## config.mk

```make
export PLATFORM = sky130hd
export DESIGN_NAME = busy_table_flat
export DESIGN_NICKNAME = d
export VERILOG_FILES = /design/src/rtl/busy_table_if.sv /design/src/rtl/busy_table.sv /design/src/flat_wrapper.sv
export SDC_FILE = /design/constraint.sdc
export NUM_CORES = 1
export LEC_CHECK = 0
export BUFFER_PORTS_ARGS = -buffer_cell sky130_fd_sc_hd__clkbuf_2
export CAP_MARGIN = 25
export CORE_UTILIZATION = 45
export DETAILED_ROUTE_END_ITERATION = 6
export GPL_TIMING_DRIVEN = 1
export SETUP_SLACK_MARGIN = 0.2
export SYNTH_ARGS = -nofsm -noshare
export SYNTH_HDL_FRONTEND = slang
export SYNTH_SLANG_ARGS = --single-unit
```

## constraint.sdc

```tcl
create_clock -name clock -period 15 [get_ports clock]
set_input_delay 4.5 -clock clock [delete_from_list [all_inputs] [get_ports clock]]
set_output_delay 4.5 -clock clock [all_outputs]
set_load 0.1 [all_outputs]
```

## src/rtl/busy_table_if.sv

```systemverilog
`default_nettype none
// ============================================================================
// Module      : busy_table_if
// Description : Dispatch / writeback bundle between rename, execute writeback
//               and the busy_table scoreboard.
//               master : rename + writeback side (drives dispatch, wb, reads
//                        back the per-source busy state)
//               slave  : busy_table
//               Signals:
//                 disp_valid, disp_need_to_wb, disp_prd   - producer dispatch
//                 disp_src{1,2}_is_reg, disp_prs{1,2}     - source lookups
//                 disp_src{1,2}_state                     - 1 = busy, 0 = ready
//                 wb_valid[WB_PORTS], wb_prd (packed, port 0 in LSBs)
// Revision    : 1.0 - initial release
// ============================================================================
interface busy_table_if #(
  parameter int PREG_W   = 6,
  parameter int WB_PORTS = 2
);
  logic                       disp_valid;
  logic                       disp_need_to_wb;
  logic [PREG_W-1:0]          disp_prd;
  logic                       disp_src1_is_reg;
  logic                       disp_src2_is_reg;
  logic [PREG_W-1:0]          disp_prs1;
  logic [PREG_W-1:0]          disp_prs2;
  logic                       disp_src1_state;
  logic                       disp_src2_state;
  logic [WB_PORTS-1:0]        wb_valid;
  logic [WB_PORTS*PREG_W-1:0] wb_prd;

  modport master (
    output disp_valid, disp_need_to_wb, disp_prd,
    output disp_src1_is_reg, disp_src2_is_reg, disp_prs1, disp_prs2,
    output wb_valid, wb_prd,
    input  disp_src1_state, disp_src2_state
  );

  modport slave (
    input  disp_valid, disp_need_to_wb, disp_prd,
    input  disp_src1_is_reg, disp_src2_is_reg, disp_prs1, disp_prs2,
    input  wb_valid, wb_prd,
    output disp_src1_state, disp_src2_state
  );
endinterface
`default_nettype wire

```

## src/rtl/busy_table.sv

```systemverilog
`default_nettype none
// ============================================================================
// Module      : busy_table
// Description : Physical-register ready scoreboard between rename and the
//               issue queue. A preg goes busy when its producer dispatches and
//               ready again when a writeback port reports it. Source lookups
//               are combinational with a same-cycle writeback bypass.
//               Ports:
//                 clock        - system clock
//                 reset_n      - synchronous active-low reset
//                 bus          - dispatch / writeback bundle (slave side)
//                 flush_valid  - pipeline flush, clears every busy bit
//                 busy_count   - registered number of busy pregs
// Revision    : 1.0 - initial release
// ============================================================================
module busy_table #(
  parameter int PREG_NUM = 64,
  parameter int PREG_W   = 6,
  parameter int WB_PORTS = 2
) (
  input  logic              clock,
  input  logic              reset_n,
  busy_table_if.slave       bus,
  input  logic              flush_valid,
  output logic [PREG_W:0]   busy_count
);

  logic [PREG_NUM-1:0] r_busy;

  logic [PREG_NUM-1:0] w_clr;
  logic [PREG_NUM-1:0] w_set;
  logic [PREG_NUM-1:0] w_busy_next;
  logic [PREG_NUM-1:0] w_rise;
  logic [PREG_NUM-1:0] w_fall;
  logic [PREG_W:0]     w_n_rise;
  logic [PREG_W:0]     w_n_fall;
  logic [PREG_W:0]     w_count_next;
  logic                w_hit1;
  logic                w_hit2;
  logic [PREG_W-1:0]   w_port_prd;

  always_comb begin
    w_clr      = '0;
    w_hit1     = 1'b0;
    w_hit2     = 1'b0;
    w_port_prd = '0;
    for (int i = 0; i < WB_PORTS; i++) begin
      w_port_prd = bus.wb_prd[i*PREG_W +: PREG_W];
      if (bus.wb_valid[i]) begin
        // Duplicate ports naming one preg simply set the same clear bit.
        w_clr[w_port_prd] = 1'b1;
        if (w_port_prd == bus.disp_prs1) w_hit1 = 1'b1;
        if (w_port_prd == bus.disp_prs2) w_hit2 = 1'b1;
      end
    end

    w_set = '0;
    if (bus.disp_valid && bus.disp_need_to_wb && (bus.disp_prd != '0)) begin
      w_set[bus.disp_prd] = 1'b1;
    end

    // Set is applied after clear so a new producer wins over a stale
    // writeback of the same preg; flush overrides both.
    if (flush_valid) begin
      w_busy_next = '0;
    end else begin
      w_busy_next = (r_busy & ~w_clr) | w_set;
    end
    w_busy_next[0] = 1'b0;

    // Only real bit transitions move the count, which makes set/clear
    // collisions and writebacks to ready pregs count-neutral.
    w_rise   = w_busy_next & ~r_busy;
    w_fall   = r_busy & ~w_busy_next;
    w_n_rise = '0;
    w_n_fall = '0;
    for (int j = 0; j < PREG_NUM; j++) begin
      w_n_rise = w_n_rise + {{PREG_W{1'b0}}, w_rise[j]};
      w_n_fall = w_n_fall + {{PREG_W{1'b0}}, w_fall[j]};
    end

    if (flush_valid) begin
      w_count_next = '0;
    end else begin
      w_count_next = busy_count + w_n_rise - w_n_fall;
    end
  end

  always_ff @(posedge clock) begin
    if (!reset_n) begin
      r_busy     <= '0;
      busy_count <= '0;
    end else begin
      r_busy     <= w_busy_next;
      busy_count <= w_count_next;
    end
  end

  // Lookups see only older producers (the same-cycle dispatch set is not
  // visible) but do see same-cycle writebacks through the bypass term.
  assign bus.disp_src1_state = reset_n & bus.disp_src1_is_reg &
                               (bus.disp_prs1 != '0) & r_busy[bus.disp_prs1] & ~w_hit1;
  assign bus.disp_src2_state = reset_n & bus.disp_src2_is_reg &
                               (bus.disp_prs2 != '0) & r_busy[bus.disp_prs2] & ~w_hit2;

endmodule
`default_nettype wire

```

## src/flat_wrapper.sv

```systemverilog
// flat-port wrapper written by rule: the top's interface ports become plain ports
module busy_table_flat 
#(
  parameter int PREG_NUM = 64,
  parameter int PREG_W   = 6,
  parameter int WB_PORTS = 2
)
  (clock, reset_n, flush_valid, busy_count, bus_disp_valid, bus_disp_need_to_wb, bus_disp_prd, bus_disp_src1_is_reg, bus_disp_src2_is_reg, bus_disp_prs1, bus_disp_prs2, bus_wb_valid, bus_wb_prd, bus_disp_src1_state, bus_disp_src2_state);
  busy_table_if #(.PREG_W(PREG_W), .WB_PORTS(WB_PORTS)) bus_i ();
  input  logic clock;
  input  logic reset_n;
  input  logic flush_valid;
  output logic [PREG_W:0] busy_count;
  input wire logic [$bits(bus_i.disp_valid)-1:0] bus_disp_valid;
  input wire logic [$bits(bus_i.disp_need_to_wb)-1:0] bus_disp_need_to_wb;
  input wire logic [$bits(bus_i.disp_prd)-1:0] bus_disp_prd;
  input wire logic [$bits(bus_i.disp_src1_is_reg)-1:0] bus_disp_src1_is_reg;
  input wire logic [$bits(bus_i.disp_src2_is_reg)-1:0] bus_disp_src2_is_reg;
  input wire logic [$bits(bus_i.disp_prs1)-1:0] bus_disp_prs1;
  input wire logic [$bits(bus_i.disp_prs2)-1:0] bus_disp_prs2;
  input wire logic [$bits(bus_i.wb_valid)-1:0] bus_wb_valid;
  input wire logic [$bits(bus_i.wb_prd)-1:0] bus_wb_prd;
  output wire logic [$bits(bus_i.disp_src1_state)-1:0] bus_disp_src1_state;
  output wire logic [$bits(bus_i.disp_src2_state)-1:0] bus_disp_src2_state;
  assign bus_i.disp_valid = bus_disp_valid;
  assign bus_i.disp_need_to_wb = bus_disp_need_to_wb;
  assign bus_i.disp_prd = bus_disp_prd;
  assign bus_i.disp_src1_is_reg = bus_disp_src1_is_reg;
  assign bus_i.disp_src2_is_reg = bus_disp_src2_is_reg;
  assign bus_i.disp_prs1 = bus_disp_prs1;
  assign bus_i.disp_prs2 = bus_disp_prs2;
  assign bus_i.wb_valid = bus_wb_valid;
  assign bus_i.wb_prd = bus_wb_prd;
  assign bus_disp_src1_state = bus_i.disp_src1_state;
  assign bus_disp_src2_state = bus_i.disp_src2_state;
  busy_table #(.PREG_NUM(PREG_NUM), .PREG_W(PREG_W), .WB_PORTS(WB_PORTS)) u_core (.clock(clock), .reset_n(reset_n), .bus(bus_i), .flush_valid(flush_valid), .busy_count(busy_count));
endmodule
```

# Word-level counts from Yosys, hierarchy flattened
# Index checks and enable logic that the tools add are counted.
[op_classes] bitwise_logic=19 n_lt_le_gt_ge=8 addsub=128 n_div=0 n_mux=22 mul=0 reduce_logical=9 eq_ne=4 n_shift=0
[ops] op="adder 7 x 1 -> 7 bit" n=124
[ops] op="two-way mux 64 bit" n=4
[ops] op="bitwise AND 64 bit" n=3
[ops] op="NOT 64 bit" n=3
[ops] op="OR 64 bit" n=2
[ops] op="less-than comparator 6 x 7 -> 1 bit, second input constant" n=5
[ops] op="equality test 6 bit" n=4
[ops] op="demux 1 bit (select 6 bit)" n=3
[ops] op=">= comparator 6 x 1 -> 1 bit, second input constant" n=3
[ops] op="nonzero test 6 bit" n=3
[ops] op="two-way mux 1 bit" n=13
[ops] op="binary-select mux 1 bit (select 6 bit)" n=2
[ops] op="bitwise AND 1 bit" n=8
[ops] op="adder 7 bit" n=1
[ops] op="subtractor 7 bit" n=1
[ops] op="logical AND 1 bit" n=5
[ops] op="adder 1 x 1 -> 2 bit" n=2
[ops] op="NOT 1 bit" n=3
[ops] op="OR reduction 2 bit" n=1
[word_totals] inputBits=39 mem_bits_ro=0 mem_bits_rw=0 output_inout_bits=9 register_bits=71 word_cells=193 latchBits=0 memories=0

# Longest topological paths before layout
# Gate-level depths: netlist of the first run.
[depth] word_depth=77 depth_mapped=30 mapped_depth_nobuf=29

# Worst setup path after synthesis of the first run
# No wires, ideal clock.
[synth_timing] kind="input port to flip-flop" startpoint="in bus_wb_prd[8]" endpoint="reg u_core.busy_count[6]" t_arrival_ps=12246 cell_stages=29 required_time_ps=14873 setup_time_ps=127 path_slack_ps=2627 cell_sequence="buf_4 inv_1 nor4b_4 a22oi_1 a22oi_1 nor3_1 fa_1 inv_1 fa_1 fa_1 inv_1 fa_1 inv_1 fa_1 fa_1 inv_1 fa_1 fa_1 fa_1 inv_1 fa_1 inv_1 ha_1 fa_1 a21o_1 a21oi_1 o21ai_0 xnor2_1 nor2_1"
[synth_between] elab_chain_cells=76 word_cells_on_any_way=142 classes_between="add/sub: 128; order compare: 2; mux: 4; bitwise: 7; reduce/logical: 1"
[synth_rtl] item="from (decl)" line_no="flat_wrapper.sv:22" rtl="input wire logic [$bits(bus_i.wb_prd)-1:0] bus_wb_prd;"
[synth_rtl] item="less-than comparator 6 x 7 -> 1 bit (implied by the code) or >= comparator 6 x 1 -> 1 bit (tied branches)" line_no="busy_table.sv:51" rtl="w_clr[w_port_prd] = 1'b1;"
[synth_rtl] item="logical AND 1 bit (implied by the code)" line_no="busy_table.sv:51"
[synth_rtl] item="two-way mux 1 bit (implied by the code)" line_no="busy_table.sv:51"
[synth_rtl] item="demux 1 bit (select 6 bit) (*)"
[synth_rtl] item="OR 64 bit (no line) (*)"
[synth_rtl] item="two-way mux 64 bit (*)" line_no="busy_table.sv:49" rtl="if (bus.wb_valid[i]) begin"
[synth_rtl] item="NOT 64 bit (*)" line_no="busy_table.sv:67" rtl="w_busy_next = (r_busy & ~w_clr) | w_set;"
[synth_rtl] item="bitwise AND 64 bit (*)" line_no="busy_table.sv:67"
[synth_rtl] item="OR 64 bit (*)" line_no="busy_table.sv:67"
[synth_rtl] item="two-way mux 64 bit (*)" line_no="busy_table.sv:64" rtl="if (flush_valid) begin"
[synth_rtl] item="bitwise AND 64 bit or NOT 64 bit (tied branches)" line_no="busy_table.sv:73, busy_table.sv:74"
[synth_rtl] item="adder 1 x 1 -> 2 bit or bitwise AND 64 bit (tied branches)" line_no="busy_table.sv:78, busy_table.sv:74"
[synth_rtl] item="adder 7 x 1 -> 7 bit or adder 1 x 1 -> 2 bit (tied branches)" line_no="busy_table.sv:78, busy_table.sv:79"
[synth_rtl] item="adder 7 x 1 -> 7 bit (on tied branches) (61 in series)" line_no="busy_table.sv:78, busy_table.sv:79"
[synth_rtl] item="adder 7 bit or adder 7 x 1 -> 7 bit (tied branches)" line_no="busy_table.sv:85, busy_table.sv:79"
[synth_rtl] item="subtractor 7 bit (*)" line_no="busy_table.sv:85" rtl="w_count_next = busy_count + w_n_rise - w_n_fall;"
[synth_rtl] item="to (signal assigned)" line_no="busy_table.sv:95" rtl="busy_count <= w_count_next;"
[synth_rtl] item="to (decl)" line_no="busy_table.sv:25" rtl="output logic [PREG_W:0] busy_count"
# Every way passes the cells marked *; elsewhere a longest branch is shown, timed or not.
# A chain may end at the register's enable or synchronous reset.

# Worst setup path in the final report of the first run
[layout_timing] startpoint="in bus_disp_prd[0]" endpoint="reg u_core.busy_count[6]"
[layout_between] elab_chain_cells=73 word_cells_on_any_way=141 classes_between="add/sub: 128; order compare: 2; mux: 4; bitwise: 4; reduce/logical: 3"
[layout_rtl] item="from (decl)" line_no="flat_wrapper.sv:16" rtl="input wire logic [$bits(bus_i.disp_prd)-1:0] bus_disp_prd;"
[layout_rtl] item="less-than comparator 6 x 7 -> 1 bit (implied by the code) or >= comparator 6 x 1 -> 1 bit (tied branches)" line_no="busy_table.sv:59" rtl="w_set[bus.disp_prd] = 1'b1;"
[layout_rtl] item="logical AND 1 bit (implied by the code)" line_no="busy_table.sv:59"
[layout_rtl] item="two-way mux 1 bit (implied by the code)" line_no="busy_table.sv:59"
[layout_rtl] item="demux 1 bit (select 6 bit)"
[layout_rtl] item="two-way mux 64 bit (*)" line_no="busy_table.sv:58" rtl="if (bus.disp_valid && bus.disp_need_to_wb && (bus.disp_prd != '0)) begin"
[layout_rtl] item="OR 64 bit (*)" line_no="busy_table.sv:67"
[layout_rtl] item="two-way mux 64 bit (*)" line_no="busy_table.sv:64"
[layout_rtl] item="bitwise AND 64 bit or NOT 64 bit (tied branches)" line_no="busy_table.sv:73, busy_table.sv:74"
[layout_rtl] item="adder 1 x 1 -> 2 bit or bitwise AND 64 bit (tied branches)" line_no="busy_table.sv:78, busy_table.sv:74"
[layout_rtl] item="adder 7 x 1 -> 7 bit or adder 1 x 1 -> 2 bit (tied branches)" line_no="busy_table.sv:78, busy_table.sv:79"
[layout_rtl] item="adder 7 x 1 -> 7 bit (on tied branches) (61 in series)" line_no="busy_table.sv:78, busy_table.sv:79"
[layout_rtl] item="adder 7 bit or adder 7 x 1 -> 7 bit (tied branches)" line_no="busy_table.sv:85, busy_table.sv:79"
[layout_rtl] item="subtractor 7 bit (*)" line_no="busy_table.sv:85"
# Marked as above.

==> reports/metrics.yaml, run 1 <==
status: "complete, no violations"
clock-sinks: 70
p_sw_uw: 317
clock-root-buffer: "clkbuf_16"
hp-class: "reg2reg"
ys_seq_elements: 70
ys_top_cells_by_area: "fa_1 (26%), dfxtp_1 (15%), a22oi_1 (8.1%)"
placed_area_mm2: 0.00934
final-max-slew-violation-count: 0
clock_path_buffers: 2
max_stage_delay_ns: 0.71
row_count: 51
grt_pass1_vias: 7889
n_antenna_cell: 0
synth.most_common_cell: "inv_1"
holdCritStartpoint: "u_core.r_busy[27]"
synth_common_cells: "inv_1 (129), fa_1 (117), a22oi_1 (98)"
routabilityCongestion: 1.07
finalCriticalPeriod_ns: 13.08
clock_latency_ns: 0.36
ys.flop_type: "dfxtp_1"
fp.dieArea_mm2: 0.0208
min_delay_worst_endpoint: "u_core.r_busy[27]"
synth_top_cell_by_area: "fa_1"
hpwl_um: 25400
max-vdd-ir-drop_mv: 0.140
synth_seq_area_share_pct: 15.4
worstRegToRegCells: 24
p_comb_share_pct: 44.5
area_growth_pct: 6.42
firstDrtPassIters: 6
drcViolationCount: 0
coreArea_mm2: 0.0197
ys_types: 59
crit_type: "in2reg"
track_usage_pct: 33.2
postCtsHoldBufs: 0
rrSetupSlack_ns: 6.79
cts_resized: 0
power_density_mw_per_mm2: 82.9
syn_avg_cell_area_um2: 9.20
wl_per_cell_um: 25.7
switching_share_pct: 39.5
die_width_um: 144
synth_area_mm2: 0.00908
leakage_nw: 3.69
seqPwrFrac_pct: 24.3
setup-violations-final: 0
p_int_uw: 485
fin_worst_skew_ns: 0.0118
layout-drive-gt1-share_pct: 10.4
crit_path_top_delay_cell: "nor2_1"
grt_pass1_wl_um: 48900
clk_pin_slew_ns: 0.07
antenna_found_initial: 0
port_buffers: 47
final_cell_area_mm2: 0.00967
setup_tns_ns: 0
numCtsBuffers: 9
globalRouteOverflowTotal: 0
yosysWarnings: 0
routed_wl_um: 32200
p_clk_share_pct: 31.2
worstPathArrival_ns: 13.31
drt_iter0_drc: 1018
crit_fanout: 7
synthCells: 987
start_util_pct: 46.2
timing.final.crit_share_pct: 87.2
timing.slew.headroom_pct: 34.0
cap_violations: 0
yosys.area.top_type_share_pct: 25.8
hold_viol: 0
crit_top_cell: "fa_1"
cp-end-kind: "register"
nNetsFinal: 1166
io_pins: 48
synth_fp_nets: 1170
worst_ep_required_time_ns: 15.23
reg2reg_from: "u_core.r_busy[46]"
cts_tree: "built"
postCtsSetupRepairBufs: 0
async_flop_share_pct: 0
h-tree-depth: 3
grt_setup_unrepaired: "false"
routed_via_density: 6.38
dr_total_vias: 7995
cp-start-kind: "input pin"
ant_nets: 0
grt_max_degree: 80
fmax_ghz: 0.0764
synth_edf_count: 0
hold_depth: 2
worst_pin_slew_ns: 0.988
reg2reg_to: "u_core.busy_count[6]"
die_h_um: 144
## layer usage
metal  track usage [%]  share of wire [%]
met1              45.1                 41
met2              50.1                 44
met3              7.81                 10
met4              15.5                4.6
met5                 0                  0
## worst max path at each step
stage	from	end	slack, ns	cells after the start
6_report	bus_disp_prd[0]	u_core.busy_count[6]	1.92	27
5_1_grt	bus_wb_prd[0]	u_core.busy_count[6]	1.67	27
4_1_cts	bus_wb_prd[6]	u_core.busy_count[6]	2.11	26
3_5_place_dp	bus_wb_prd[6]	u_core.busy_count[6]	1.74	26
3_3_place_gp	bus_disp_prd[0]	u_core.busy_count[6]	1.74	27
2_1_floorplan	bus_wb_prd[8]	u_core.busy_count[6]	2.63	29
## area by class of cell
| class | count | area [um2] |
|---|---|---|
| fillers | 1943 | 9990 |
| multi-input cells | 722 | 6850 |
| flip-flops and latches | 70 | 1400 |
| inverters | 129 | 484 |
| well taps | 265 | 332 |
| repair buffers | 51 | 268 |
| clock buffers | 10 | 239 |
| clock inverters | 6 | 91.3 |
## per-stage QoR
step / setup WS, ns / util, % / cells / total power [mW] / hold slack, ns
4_1_cts: 2.11 / 49.2 / 1253 / 0.805 / 0.640
3_5_place_dp: 1.74 / 47.5 / 1237 / 0.553 / 0.624
2_1_floorplan: 2.63 / - / 987 / 0.491 / 0.531
3_3_place_gp: 1.74 / 47.5 / 1237 / 0.554 / 0.603
5_1_grt: 1.67 / 49.2 / 1253 / 0.860 / 0.685
6_report: 1.92 / 49.2 / 1253 / 0.802 / 0.650
## state kept, by name, summed over array words and instances, names as in the netlist
name               flops
u_core.r_busy         63
u_core.busy_count      7
## worst max-delay path, delay by kind of cell
kind                       cells  cell delay (ns)
buffers and inverters          6             0.43
adders and majority gates     12             5.81
and+or+nand+nor                4             1.46
xor gates and xnor gates       1             0.15
AOI/OAI and AO/OA              4             0.94
## placed cells by master (no fill, tap or decap), drive strengths merged, types with 11 or more instances in the layout
| cell | netlist | routed |
|---|---|---|
| xnor2 | 22 | 22 |
| a21oi | 11 | 11 |
| dfxtp | 70 | 70 |
| nand2 | 32 | 32 |
| nor2 | 97 | 97 |
| nand3 | 11 | 11 |
| clkbuf | 37 | 56 |
| a22oi | 98 | 98 |
| nor3 | 37 | 37 |
| inv | 129 | 131 |
| fa | 117 | 117 |
| ha | 27 | 27 |
| or3 | 37 | 37 |
| o21ai | 34 | 34 |
| o21a | 33 | 33 |
| mux4 | 28 | 28 |
| nor3b | 14 | 14 |
## logic make-up after synthesis
logic type                 count (synthesis)  share of synthesized area (%)
xor gates and xnor gates                  32                           3.09
DFF                                       70                           15.4
AOI/OAI and AO/OA                        213                           16.5
adders and majority gates                144                           29.5
muxes                                     36                           8.25
and+or+nand+nor                          297                           18.1
buffers and inverters                    195                           9.17
## power by group through the flow
stage	clock, mW	combinational [mW]	sequential [mW]
2_1_floorplan	0	0.262	0.229
3_3_place_gp	0	0.355	0.199
3_5_place_dp	0	0.354	0.199
4_1_cts	0.252	0.358	0.195
5_1_grt	0.260	0.405	0.195
6_report	0.251	0.357	0.195
Power figures use the tool's default switching activity.
==> run 2, diff against run 1 <==
Settings changed: PLACE_DENSITY from default to 0.63.
==> run 2 against run 1 <==
Final cell count unchanged. Cell area down 0.31%. Critical path depth down 1. Clock skew down 0.0031 ns. Worst hold slack worse by 0.013 ns. Count of clock-buffer cells in the layout up 1. Combinational power about the same. Clock power down 8%. Total power down 2.5%. Routed wire length up 1.1%. Critical path type unchanged. Largest cell class unchanged. Largest power group unchanged. Highest routed layer unchanged.
==> reports/metrics.yaml, run 2 (synthesized netlist as in run 1, its figures left out) <==
status: "complete, no violations"
hp-class: "reg2reg"
fmax_ghz: 0.0763
clock_latency_ns: 0.35
final_util_pct: 49.0
n_antenna_cell: 0
final-max-slew-violation-count: 0
reg2reg_to: "u_core.busy_count[6]"
start_util_pct: 46.2
routed_wl_um: 32600
die_width_um: 144
dr_total_vias: 8073
drcViolationCount: 0
final_cell_area_mm2: 0.00964
grt_util_met1_pct: 44.0
layout-drive-gt1-share_pct: 10.3
holdCritStartpoint: "u_core.r_busy[19]"
globalRouteOverflowTotal: 0
postLayoutSetupSlackWorst_ns: 1.89
power_density_mw_per_mm2: 81.2
coreArea_mm2: 0.0197
grt_pass1_wl_um: 48600
nNetsFinal: 1166
clk_pin_slew_ns: 0.07
crit_type: "in2reg"
area_growth_pct: 6.09
worst_ep_required_time_ns: 15.21
cp-end-kind: "register"
placed_area_mm2: 0.00934
cap_violations: 0
timing.final.crit_share_pct: 87.4
cp-start-kind: "input pin"
grt_max_degree: 89
largest_register_ffs: 63
postCtsHoldBufs: 0
port_buffers: 47
track_usage_pct: 33.0
clock_path_buffers: 2
firstDrtPassIters: 7
place_inst: 1237
drt_iter0_drc: 1044
fp.dieArea_mm2: 0.0208
crit_cells: 26
grt-busiest-layer: "met2"
hold_depth: 2
grt_pass1_vias: 7732
die_h_um: 144
timing.slew.headroom_pct: 23.9
setup_tns_ns: 0
grt_setup_unrepaired: "false"
min_delay_worst_endpoint: "u_core.r_busy[19]"
leakage_nw: 3.67
path_delay_family: "adder cells"
hold_viol: 0
rrSetupSlack_ns: 7.03
finalCriticalPeriod_ns: 13.11
cts_tree: "built"
clock-root-buffer: "clkbuf_16"
reg2reg_from: "u_core.r_busy[46]"
max-vdd-ir-drop_mv: 0.156
crit_fanout: 7
ant_nets: 0
layout.cells.non_filler: 1253
final_common_cell: "inv_1"
grt.met3_usage_pct: 7.91
regMostFlops: "u_core.r_busy"
top_regs: "u_core.r_busy: 63 flops, u_core.busy_count: 7 flops"
setup-violations-final: 0
clock-sinks: 70
cts_resized: 0
io_pins: 48
fin_worst_skew_ns: 0.00866
max_stage_delay_ns: 1.01
worst_pin_slew_ns: 1.14
routed_via_density: 6.44
final_cell_mix: "inv_1 (129), fa_1 (117), a22oi_1 (98)"
place_ws_ns: 1.65
hpwl_um: 25500
crit_top_cell: "fa_1"
row_count: 51
filler_cell_count: 1939
postCtsSetupRepairBufs: 0
worstRegToRegCells: 24
h-tree-depth: 3
wl_per_cell_um: 26.0
numCtsBuffers: 9
antenna_found_initial: 0
met2_usage_pct: 49.4
worstPathArrival_ns: 13.32
cp-startpoint: "bus_wb_prd[6]"
routabilityCongestion: 1.01
critPathBufInv: 5
crit_path_top_delay_cell: "nor4b_2"
[run 2: cell types whose count changed in the layout (fill, tap and decap cells not counted), sizes merged]
cell | before | now
inv | 131 | 130
clkinv | 2 | 3
clkbuf | 56 | 57
bufinv | 2 | 1
[run 2: area by class of cell]
type	instances	area (um2)	share of cell area, %
Inverter	129	484	5.02
Multi-Input combinational cell	722	6850	71.1
Clock inverter	5	57.6	0.597
Sequential cell	70	1400	14.5
Tap cell	265	332	3.44
Timing Repair Buffer	51	268	2.78
Clock buffer	11	243	2.52
[run 2: worst max path at each step]
stage                      endpoint  slack, ns
2_1_floorplan  u_core.busy_count[6]       2.63
5_1_grt        u_core.busy_count[6]       1.56
6_report       u_core.busy_count[6]       1.89
3_5_place_dp   u_core.busy_count[6]       1.65
4_1_cts        u_core.busy_count[6]       2.01
3_3_place_gp   u_core.busy_count[6]       1.71
[run 2: per-layer routing]
| metal | up-vias | part of all wire (%) | wire [um] |
|---|---|---|---|
| met2 | 573 | 44 | 14300 |
| met5 | - | 0 | 0 |
| met1 | 3912 | 40 | 13000 |
| met3 | 127 | 11 | 3480 |
| li1 | 3461 | - | - |
| met4 | 0 | 5.7 | 1860 |
[run 2: per-stage QoR]
step / hold WS [ns] / power, mW
floorplan: 0.531 / 0.491
global placement: 0.591 / 0.554
global route: 0.660 / 0.845
finish: 0.636 / 0.782
detailed placement: 0.606 / 0.556
CTS: 0.620 / 0.787
[run 2: worst min-delay path: stages (launching register included)]
cell and delay [ns]:
dfxtp_1 0.39, a22oi_1 0.11, nor2_1 0.11
[run 2: power by group]
part	leakage (nW)	internal, mW	switching [mW]
registers	0.565	0.192	0.00300
clock network	0.150	0.134	0.0971
logic	2.96	0.141	0.215
==> run 3, diff against run 2 <==
Settings changed: CAP_MARGIN 25 to default, CTS_CLUSTER_SIZE from default to 30, MAX_ROUTING_LAYER from default to met4.
==> run 3 against run 2 <==
Core utilization rose by 0.17 points. Global-route usage rose by 1.1 points. Die area did not move. Non-clock buffer count rose by 1. Sequential share of layout area barely moved. Count of clock-buffer cells in the layout did not move. Total power rose by 1.8%. Register-to-register slack got worse by 0.12 ns. Largest cell class unchanged.
==> reports/metrics.yaml, run 3 (synthesized netlist as in run 1, its figures left out) <==
start_util_pct: 46.2
h-tree-depth: 3
rrSetupSlack_ns: 6.91
postCtsSetupRepairBufs: 0
regMostFlops: "u_core.r_busy"
cts_resized: 0
worstPathArrival_ns: 13.23
power_uw: 796
coreArea_mm2: 0.0197
die_h_um: 144
n_antenna_cell: 0
filler_cell_count: 1923
clock-root-buffer: "clkbuf_16"
fp.dieArea_mm2: 0.0208
cp-end-kind: "register"
final_common_cell: "inv_1"
largest_register_ffs: 63
io_pins: 48
clock-sinks: 70
drt_iter0_drc: 1112
final-max-slew-violation-count: 0
power_density_mw_per_mm2: 82.3
postCtsHoldBufs: 0
port_buffers: 47
multiInputGateArea_mm2: 0.00685
hpwl_um: 25800
row_count: 51
firstDrtPassIters: 6
drcViolationCount: 0
clk_pin_slew_ns: 0.07
die_width_um: 144
whs_ns: 0.646
top_regs: "u_core.r_busy: 63 flops, u_core.busy_count: 7 flops"
layout-drive-gt1-share_pct: 10.4
setup-violations-final: 0
antenna_found_initial: 0
final_cell_mix: "inv_1 (129), fa_1 (117), a22oi_1 (98)"
fin_worst_skew_ns: 0.00974
placed_area_mm2: 0.00934
crit_fanout: 13
grt_setup_unrepaired: "false"
timing.final.crit_share_pct: 86.8
dr_total_vias: 8039
cts_tree: "built"
grt_max_degree: 84
setup_tns_ns: 0
worst_ep_required_time_ns: 15.21
nNetsFinal: 1167
hp-class: "reg2reg"
fmax_ghz: 0.0768
cp-start-kind: "input pin"
status: "complete, no violations"
globalRouteOverflowTotal: 0
finalCriticalPeriod_ns: 13.01
numCtsBuffers: 9
worst_pin_slew_ns: 1.02
cap_violations: 0
max-vdd-ir-drop_mv: 0.112
routed_via_density: 6.41
grt_pass1_wl_um: 48700
final_cell_area_mm2: 0.00967
clock_path_buffers: 2
ant_nets: 0
crit_type: "in2reg"
seq_area_mm2: 0.00140
routed_wl_um: 32500
leakage_nw: 3.69
hold_viol: 0
area_growth_pct: 6.45
grt_pass1_vias: 7790
timing.slew.headroom_pct: 31.8
wl_per_cell_um: 25.9
track_usage_pct: 34.0
routabilityCongestion: 1.03
clock_latency_ns: 0.35
[run 3: layout make-up]
cell class / count / area share (%)
Tap cell: 265 / 3.43
Timing Repair Buffer: 52 / 2.85
Clock buffer: 11 / 2.51
Sequential cell: 70 / 14.5
Clock inverter: 5 / 0.854
Inverter: 129 / 5.01
Multi-Input combinational cell: 722 / 70.9
[run 3: worst max-delay path: stages]
cell and delay (ns):
clkbuf_2 0.22, nor4b_2 0.89, a22oi_1 0.23, a22oi_1 0.40, o21ai_0 0.18, fa_1 0.59, inv_1 0.06, fa_1 0.46
fa_1 0.51, inv_1 0.05, fa_1 0.46, fa_1 0.53, fa_1 0.53, fa_1 0.52, fa_1 0.53, fa_1 0.55
inv_1 0.05, fa_1 0.53, inv_1 0.04, ha_1 0.22, fa_1 0.41, a21o_1 0.20, a21oi_1 0.22, o21ai_0 0.15
xnor2_1 0.14, nor2_1 0.05
[run 3: routing by layer]
metal / share of wire (%) / vias to the layer above / global-route usage (%)
li1: - / 3465 / -
met1: 40 / 3951 / 44.2
met2: 45 / 512 / 51.4
met3: 10 / 111 / 6.89
met4: 5.0 / 0 / 14.9
met5: 0 / - / -
[run 3: final timing paths]
kind	startpoint	end	cells past startpoint
worst max-delay path	bus_wb_prd[7]	u_core.busy_count[6]	26
worst max register to register	u_core.r_busy[18]	u_core.busy_count[6]	23
worst min register to register	u_core.r_busy[63]	u_core.r_busy[63]	2
worst min-delay path	u_core.r_busy[63]	u_core.r_busy[63]	2
[run 3: where the power goes]
group          total, mW  switching (mW)  internal [mW]
logic              0.356           0.216          0.141
clock network      0.245          0.0940          0.151
registers          0.195         0.00316          0.192
[run 3: per-stage QoR]
step,utilization [%],setup slack (ns),std cells
floorplan,-,2.63,987
CTS,49.2,2.01,1254
global route,49.2,1.44,1254
global placement,47.5,1.66,1238
detailed placement,47.5,1.64,1238
finish,49.2,1.99,1254
